==> src/rtl/leg_phase_responder.sv <==
// leg_phase_responder
//   Responder end of the three-phase gait handshake. Times each gait phase,
//   drives the lift/swing actuator enables and returns per-phase ready
//   signals to the gait sequencer. One instance per leg.
//
// Ports
//   clk      in   system clock, rising edge
//   rst      in   asynchronous active-low reset
//   en       in   timer enable; low pauses the timer and gates rdy* low
//   ack0     in   sequencer phase-0 accept strobe
//   ack1     in   sequencer phase-1 accept strobe
//   act2     in   sequencer phase-2 active level
//   err_clr  in   synchronous clear of err
//   rdy0     out  phase 0 may complete
//   rdy1     out  phase 1 may complete
//   rdy2     out  phase 2 may complete
//   lift     out  lift actuator enable
//   swing    out  swing actuator enable
//   phase    out  current phase (0, 1 or 2)
//   err      out  sticky protocol error
module leg_phase_responder #(
  parameter int unsigned CNT_W = 16,
  parameter int unsigned T0    = 100,
  parameter int unsigned T1    = 200,
  parameter int unsigned T2    = 200
) (
  input  logic       clk,
  input  logic       rst,
  input  logic       en,
  input  logic       ack0,
  input  logic       ack1,
  input  logic       act2,
  input  logic       err_clr,
  output logic       rdy0,
  output logic       rdy1,
  output logic       rdy2,
  output logic       lift,
  output logic       swing,
  output logic [1:0] phase,
  output logic       err
);

  // Terminal timer values; a duration of 0 behaves as 1.
  localparam logic [CNT_W-1:0] L0 = (T0 == 0) ? '0 : CNT_W'(T0 - 1);
  localparam logic [CNT_W-1:0] L1 = (T1 == 0) ? '0 : CNT_W'(T1 - 1);
  localparam logic [CNT_W-1:0] L2 = (T2 == 0) ? '0 : CNT_W'(T2 - 1);

  typedef enum logic [2:0] {
    S_SETTLE,
    S_RDY0,
    S_LIFT,
    S_RDY1,
    S_SWING,
    S_RDY2
  } state_t;

  state_t           r_state;
  state_t           w_next;
  logic [CNT_W-1:0] r_timer;
  logic [CNT_W-1:0] w_last;
  logic             w_timed;
  logic             w_done;
  logic             w_err_set;
  logic [1:0]       w_phase;

  always_comb begin
    w_last  = '0;
    w_timed = 1'b0;
    case (r_state)
      S_SETTLE: begin w_last = L0; w_timed = 1'b1; end
      S_LIFT:   begin w_last = L1; w_timed = 1'b1; end
      S_SWING:  begin w_last = L2; w_timed = 1'b1; end
      default:  begin w_last = '0; w_timed = 1'b0; end
    endcase
    w_done = w_timed && en && (r_timer == w_last);
  end

  always_comb begin
    w_next = r_state;
    case (r_state)
      S_SETTLE: if (w_done) w_next = S_RDY0;
      S_RDY0:   if (ack0 && en) w_next = S_LIFT;
      S_LIFT:   if (w_done) w_next = S_RDY1;
      S_RDY1:   if (ack1 && en) w_next = S_SWING;
      // Loss of act2 takes priority over timer expiry.
      S_SWING:  if (!act2) w_next = S_SETTLE;
                else if (w_done) w_next = S_RDY2;
      S_RDY2:   if (!act2) w_next = S_SETTLE;
      default:  w_next = S_SETTLE;
    endcase
  end

  always_comb begin
    w_err_set = (ack0 && (r_state != S_RDY0)) ||
                (ack1 && (r_state != S_RDY1)) ||
                (act2 && ((r_state == S_SETTLE) || (r_state == S_RDY0) ||
                          (r_state == S_LIFT)   || (r_state == S_RDY1))) ||
                (!act2 && (r_state == S_SWING));
  end

  always_comb begin
    case (w_next)
      S_LIFT, S_RDY1:  w_phase = 2'd1;
      S_SWING, S_RDY2: w_phase = 2'd2;
      default:         w_phase = 2'd0;
    endcase
  end

  // Outputs are decoded from the next state so they change on the same
  // edge as the state register, with no input-to-output combinational path.
  always_ff @(posedge clk or negedge rst) begin
    if (!rst) begin
      r_state <= S_SETTLE;
      r_timer <= '0;
      rdy0    <= 1'b0;
      rdy1    <= 1'b0;
      rdy2    <= 1'b0;
      lift    <= 1'b0;
      swing   <= 1'b0;
      phase   <= 2'd0;
      err     <= 1'b0;
    end else begin
      r_state <= w_next;
      if (w_next != r_state)
        r_timer <= '0;
      else if (w_timed && en)
        r_timer <= r_timer + CNT_W'(1);
      rdy0  <= (w_next == S_RDY0) && en;
      rdy1  <= (w_next == S_RDY1) && en;
      rdy2  <= (w_next == S_RDY2) && en;
      lift  <= (w_next == S_LIFT)  || (w_next == S_RDY1);
      swing <= (w_next == S_SWING) || (w_next == S_RDY2);
      phase <= w_phase;
      if (w_err_set)
        err <= 1'b1;
      else if (err_clr)
        err <= 1'b0;
    end
  end

endmodule

==> config.mk <==
export PLATFORM = sky130hd
export DESIGN_NAME = leg_phase_responder
export DESIGN_NICKNAME = d
export VERILOG_FILES = /design/src/rtl/leg_phase_responder.sv
export SDC_FILE = /design/constraint.sdc
export NUM_CORES = 1
export LEC_CHECK = 0
export ABC_AREA = 1
export CORE_AREA = 2 2 57 59
export DETAILED_ROUTE_END_ITERATION = 10
export DIE_AREA = 0 0 59 61
export PLACE_DENSITY = 0.71
export SLEW_MARGIN = 25
export SYNTH_ARGS = -nofsm -noshare
export SYNTH_HDL_FRONTEND = slang
export SYNTH_SLANG_ARGS = --single-unit
==> constraint.sdc <==
create_clock -name clk -period 1.8 [get_ports clk]
set_input_delay 0.36 -clock clk [delete_from_list [all_inputs] [get_ports clk]]
set_output_delay 0.36 -clock clk [all_outputs]
set_load 0.01 [all_outputs]
# Word-level counts from Yosys, hierarchy flattened
# Index checks and enable logic that the tools add are counted.
dict set report word_totals {
  wordCells 66
  regBits 27
}
dict set report classes {
  muxes 15
  n_eq_ne 14
  add_sub_neg 1
  n_reduce_logical 27
}
# operator count
set ops {}
lappend ops {{16-bit two-way mux} 2}
lappend ops {{3-bit two-way mux} 7}
lappend ops {{3-bit one-hot mux with 6 select lines} 1}
lappend ops {{16-bit by 1-bit adder with 16-bit output (second input constant)} 1}
lappend ops {{16-bit equality test} 1}
lappend ops {{8-bit one-hot mux with 2 select lines} 1}
lappend ops {{3-bit by 2-bit equality test with 1-bit output (second input constant)} 4}
lappend ops {{3-bit equality test (second input constant)} 4}
lappend ops {{1-bit logical AND} 11}
lappend ops {{1-bit logical OR} 8}
lappend ops {{3-bit by 1-bit equality test with 1-bit output (second input constant)} 2}
lappend ops {{2-bit OR reduction} 3}
lappend ops {{2-bit one-hot mux with 2 select lines} 1}
lappend ops {{2-bit nonzero test} 2}
lappend ops {{3-bit logical NOT} 1}
lappend ops {{1-bit two-way mux} 3}
lappend ops {{3-bit by 1-bit inequality test with 1-bit output (second input constant)} 1}
lappend ops {{3-bit by 2-bit inequality test with 1-bit output (second input constant)} 1}
lappend ops {{3-bit inequality test} 1}
lappend ops {{3-bit OR reduction} 1}
lappend ops {{1-bit logical NOT} 1}

# Longest topological paths before layout
dict set report logic_depth {
  depth_word 11
  ltp_mapped 11
  ltp_nobuf 10
}

# Worst setup path before layout
# No wires, ideal clock.
dict set report synth_path {
  kind {reg2reg}
  startpoint {register r_state[0]}
  endpoint {register r_timer[11]}
  synth_period_minus_slack_ps 1486
  setup_time_ps 119
  path_buffers 2
  path_stages_with_launch 11
  required_time_ps 1681
  t_arrival_ps 1367
  path_slack_ps 314
  cell_sequence {dfrtp_1 buf_4 nor2_4 nand2_1 nand3_1 nand3_1 o21bai_1 nand2_2 nand2_4 buf_6 nor2_1}
}
dict set report synth_via {
  elab_chain_len 10
}
# item line
set synth_rtl {}
lappend synth_rtl {{start, declared} 57} ;# state_t r_state;
lappend synth_rtl {{start signal, assigned} 123} ;# r_state <= w_next;
lappend synth_rtl {{3-bit by 2-bit equality test with 1-bit output (tied with other cells)} {69, 80}}
lappend synth_rtl {{2-bit OR reduction (no line) / 3-bit OR reduction (equally long branches)} n/a}
lappend synth_rtl {{8-bit one-hot mux with 2 select lines / 1-bit two-way mux (equally long branches)} 69} ;# case (r_state)
lappend synth_rtl {{16-bit equality test / 1-bit logical AND (equally long branches)} {75, 126}}
lappend synth_rtl {{1-bit logical AND} 75} ;# w_done = w_timed && en && (r_timer == w_last);
lappend synth_rtl {{3-bit two-way mux} 87} ;# else if (w_done) w_next = S_RDY2;
lappend synth_rtl {{3-bit two-way mux} 86} ;# S_SWING: if (!act2) w_next = S_SETTLE;
lappend synth_rtl {{3-bit one-hot mux with 6 select lines} 80} ;# case (r_state)
lappend synth_rtl {{3-bit inequality test} 124} ;# if (w_next != r_state)
lappend synth_rtl {{16-bit two-way mux / 2-bit nonzero test (equally long branches)} n/a}
lappend synth_rtl {{end signal, assigned} 127} ;# r_timer <= r_timer + CNT_W'(1);
lappend synth_rtl {{end, declared} 59} ;# logic [CNT_W-1:0] r_timer;
# Parallel ways exist; a longest one is shown, timed or not.
# A chain may end at the register's enable or synchronous reset.

# Final worst setup path
dict set report layout_path {
  startpoint {register r_state[1]}
  endpoint {register r_timer[10]}
}
# The elaborated chain is that of the path after synthesis.

==> impl_metrics.ini <==
[critical_path]
critical_path_required_ns = 2.02
timing.reg2reg.setup_slack_ns = 0.18
worst_r2r_endpoint = r_timer[10]
critPathLaunchType = flop
worst-r2r-cell-count = 6
critical_path_start_end_classification = reg2reg
critical_path.reg2reg.startpoint = r_state[1]
cp_max_fo = 7
setup.worst_path.end_class = flop
crit_arrival_ns = 1.84

[timing]
timing_max_transition_violations_final = 0
worst_slack_ns = 0.184
finalSetupViolCount = 0
hold_viol = 0
grt_setup_unrepaired = no
period_share_pct = 89.8
tightestPinTransition_ns = 0.368
finClkSkew_ns = 0.00383
max_slew_margin_pct = 75.2
clock.fmax_ghz = 0.619
post-route-min-period_ns = 1.62

[yosys]
synth_fp_nets = 207
synth.top_cells.by_area = dfrtp_1 (44%), nand2_1 (13%), nor2_1 (7.6%)
asyncSetResetFlopFracSynth_pct = 100
synth_seq_cells = 26
ys_types = 27
post_synth_inst_count = 199
syn_area_per_cell_um2 = 7.46
post-synth-top-count-cell = nand2_1
most_used_standard_cells_in_the_synthesized_netlist = nand2_1 (50), nor2_1 (30), inv_1 (27), dfrtp_1 (26), nand3_1 (14)
synth_seq_area_share_pct = 43.8
synth_largest_type_area_fraction_pct = 43.8
synth_area_um2 = 1490
ys_warn_count = 0
leading_area_contributor_after_synthesis = dfrtp_1
count_of_flip_flops_with_a_built_in_enable_after_synthesis = 0
dominantRegCellSynth = dfrtp_1

[clock_network]
cts_sinks = 26
worstSkewPairLatency_ns = 0.32
cts_made_buffers = 3
postCtsSetupBuffers = 0
cts_tree = done
h-tree-depth = 1
clk_pin_slew_worst_paths_ns = 0.13
root_buffer = clkbuf_4
cts.path.max_buffers = 2

[floorplan]
placementRows = 20
die_height_um = 61
fp.coreArea_um2 = 2950
floorplan.initialDensity_pct = 50.3
io_pins = 15
chipWidth_um = 59
die_area_um2 = 3600

[power]
clkPwrFrac_pct = 19.0
power.share.combinational_pct = 24.3
worst_ir_drop_vdd_mv = 0.530
cell_internal_pwr_uw = 859
power.switching_fraction_pct = 33.2
leakage_nw = 0.891
share_seq_of_total_power_pct = 56.7
netsw_uw = 426
pwr_density_cell_nw_per_um2 = 729

[routing]
totalWireLength_mm = 3.14
post_drt_wl_per_cell_um = 12.2
drcViolationCount = 0
route.detailed.vias_per_inst = 5.21
antenna_violating_nets_post_route = 0
num_vias = 1345
detail_route.first_pass.iterations = 4
first_iter_violations = 104

[layout]
final_design_area_no_fill_um2 = 1760
nNetsFinal = 235
final_util_pct = 59.7
filler_cell_count = 269
final_layout_size_suffix_gt1_share_pct = 12.9
diodes = 0
layout-area-overhead-vs-synth_pct = 18.7

[placement]
gp_congestion = 0.895
placed_area_um2 = 1730
pre_cts_ws_ns = -0.130
dpl.hpwl_mm = 2.30
place.port_buffers = 14

[grt]
grt_pass1_vias = 1281
antenna_found_initial = 0
first_pass_grt_wire_length_mm = 5.30
global_route.usage.total_pct = 19.7
grt_max_degree = 27
grt.overflow.total = 0

[min_path]
holdCritPathClass = in2async

[run]
drv.max_cap_violation_count = 0

[run_status]
run_status = completed
==> stage by stage <==
stage | TNS [ns] | std cells | hold WS, ns | power, mW
4_1_cts | 0 | 258 | 0.394 | 1.29
3_3_place_gp | -1.09 | 255 | 0.542 | 1.03
2_1_floorplan | 0 | 199 | 0.0644 | 0.940
3_5_place_dp | -1.98 | 255 | 0.558 | 1.05
5_1_grt | 0 | 258 | 0.427 | 1.38
6_report | 0 | 258 | 0.388 | 1.29
==> power by group through the flow <==
stage          sequential, mW  combinational (mW)  clock, mW
2_1_floorplan           0.723               0.217          0
3_5_place_dp            0.740               0.308          0
3_3_place_gp            0.737               0.295          0
5_1_grt                 0.745               0.359      0.275
6_report                0.729               0.313      0.244
4_1_cts                 0.729               0.311      0.254
==> placed cells by master (no fill, tap or decap), drive strengths merged <==
cell type      instances
xnor2                  1
a21oi                  5
o221ai                 1
clkbuf                 3
o22ai                  1
o21ai                  4
nor4                   1
dfrtp                 26
clkdlybuf4s50         14
nand4                  6
nor3                  13
xor2                   5
buf                   12
nand2                 54
o21bai                 1
nand3                 14
nor2                  32
ha                     1
a32oi                  1
inv                   29
a21o                   1
==> kinds of logic (layout without fill, tap and decap cells) <==
family                     count (synthesis)  in the layout  share of synthesized area [%]
DFF                                       26             26                           43.8
buffers and inverters                     32             58                           9.10
AOI/OAI and AO/OA                         14             14                           5.90
adders and majority gates                  1              1                          0.842
and+or+nand+nor                          120            120                           36.8
xor gates and xnor gates                   6              6                           3.54
==> sequential cells by signal, indices dropped and copies added (netlist names) <==
| name | count |
|---|---|
| phase | 2 |
| err | 1 |
| r_state | 3 |
| rdy1 | 1 |
| r_timer | 16 |
| lift | 1 |
| rdy2 | 1 |
| rdy0 | 1 |
==> timing repair <==
item | CTS | global route
resized for setup | 0 | 3
setup endpoints to repair | 0 | 4
hold buffers | 0 | 0
==> final cells by class <==
| type | count | area, µm² | share of cell area (%) |
|---|---|---|---|
| Sequential cell | 26 | 652 | 37.0 |
| Inverter | 29 | 109 | 6.17 |
| Timing Repair Buffer | 26 | 230 | 13.1 |
| Multi-Input combinational cell | 141 | 708 | 40.2 |
| Tap cell | 33 | 41.3 | 2.34 |
| Clock buffer | 3 | 22.5 | 1.28 |
==> worst max-delay path by stage <==
stage / to / cells past startpoint / from / slack [ns]
2_1_floorplan: r_timer[11] / 10 / r_state[0] / 0.31
3_3_place_gp: r_timer[8] / 6 / en / -0.08
3_5_place_dp: r_timer[7] / 8 / en / -0.13
4_1_cts: r_timer[7] / 8 / r_state[2] / 0.16
5_1_grt: r_timer[10] / 6 / r_state[1] / 0.009
6_report: r_timer[10] / 6 / r_state[1] / 0.18
==> layer usage <==
metal	track usage [%]	routed length [µm]	up-vias
li1	-	-	685
met1	24.8	1420	616
met2	33.5	1520	38
met3	2.35	148	6
met4	10.1	45	0
met5	0	0	-
==> worst max-delay path: stages (launching register included) <==
cell     delay (ns)
dfrtp_1        0.48
a21oi_2        0.20
nand4_1        0.25
nor4_1         0.36
nand3_1        0.11
nand2_1        0.08
nor2_1         0.03
Power figures use the tool's default switching activity.
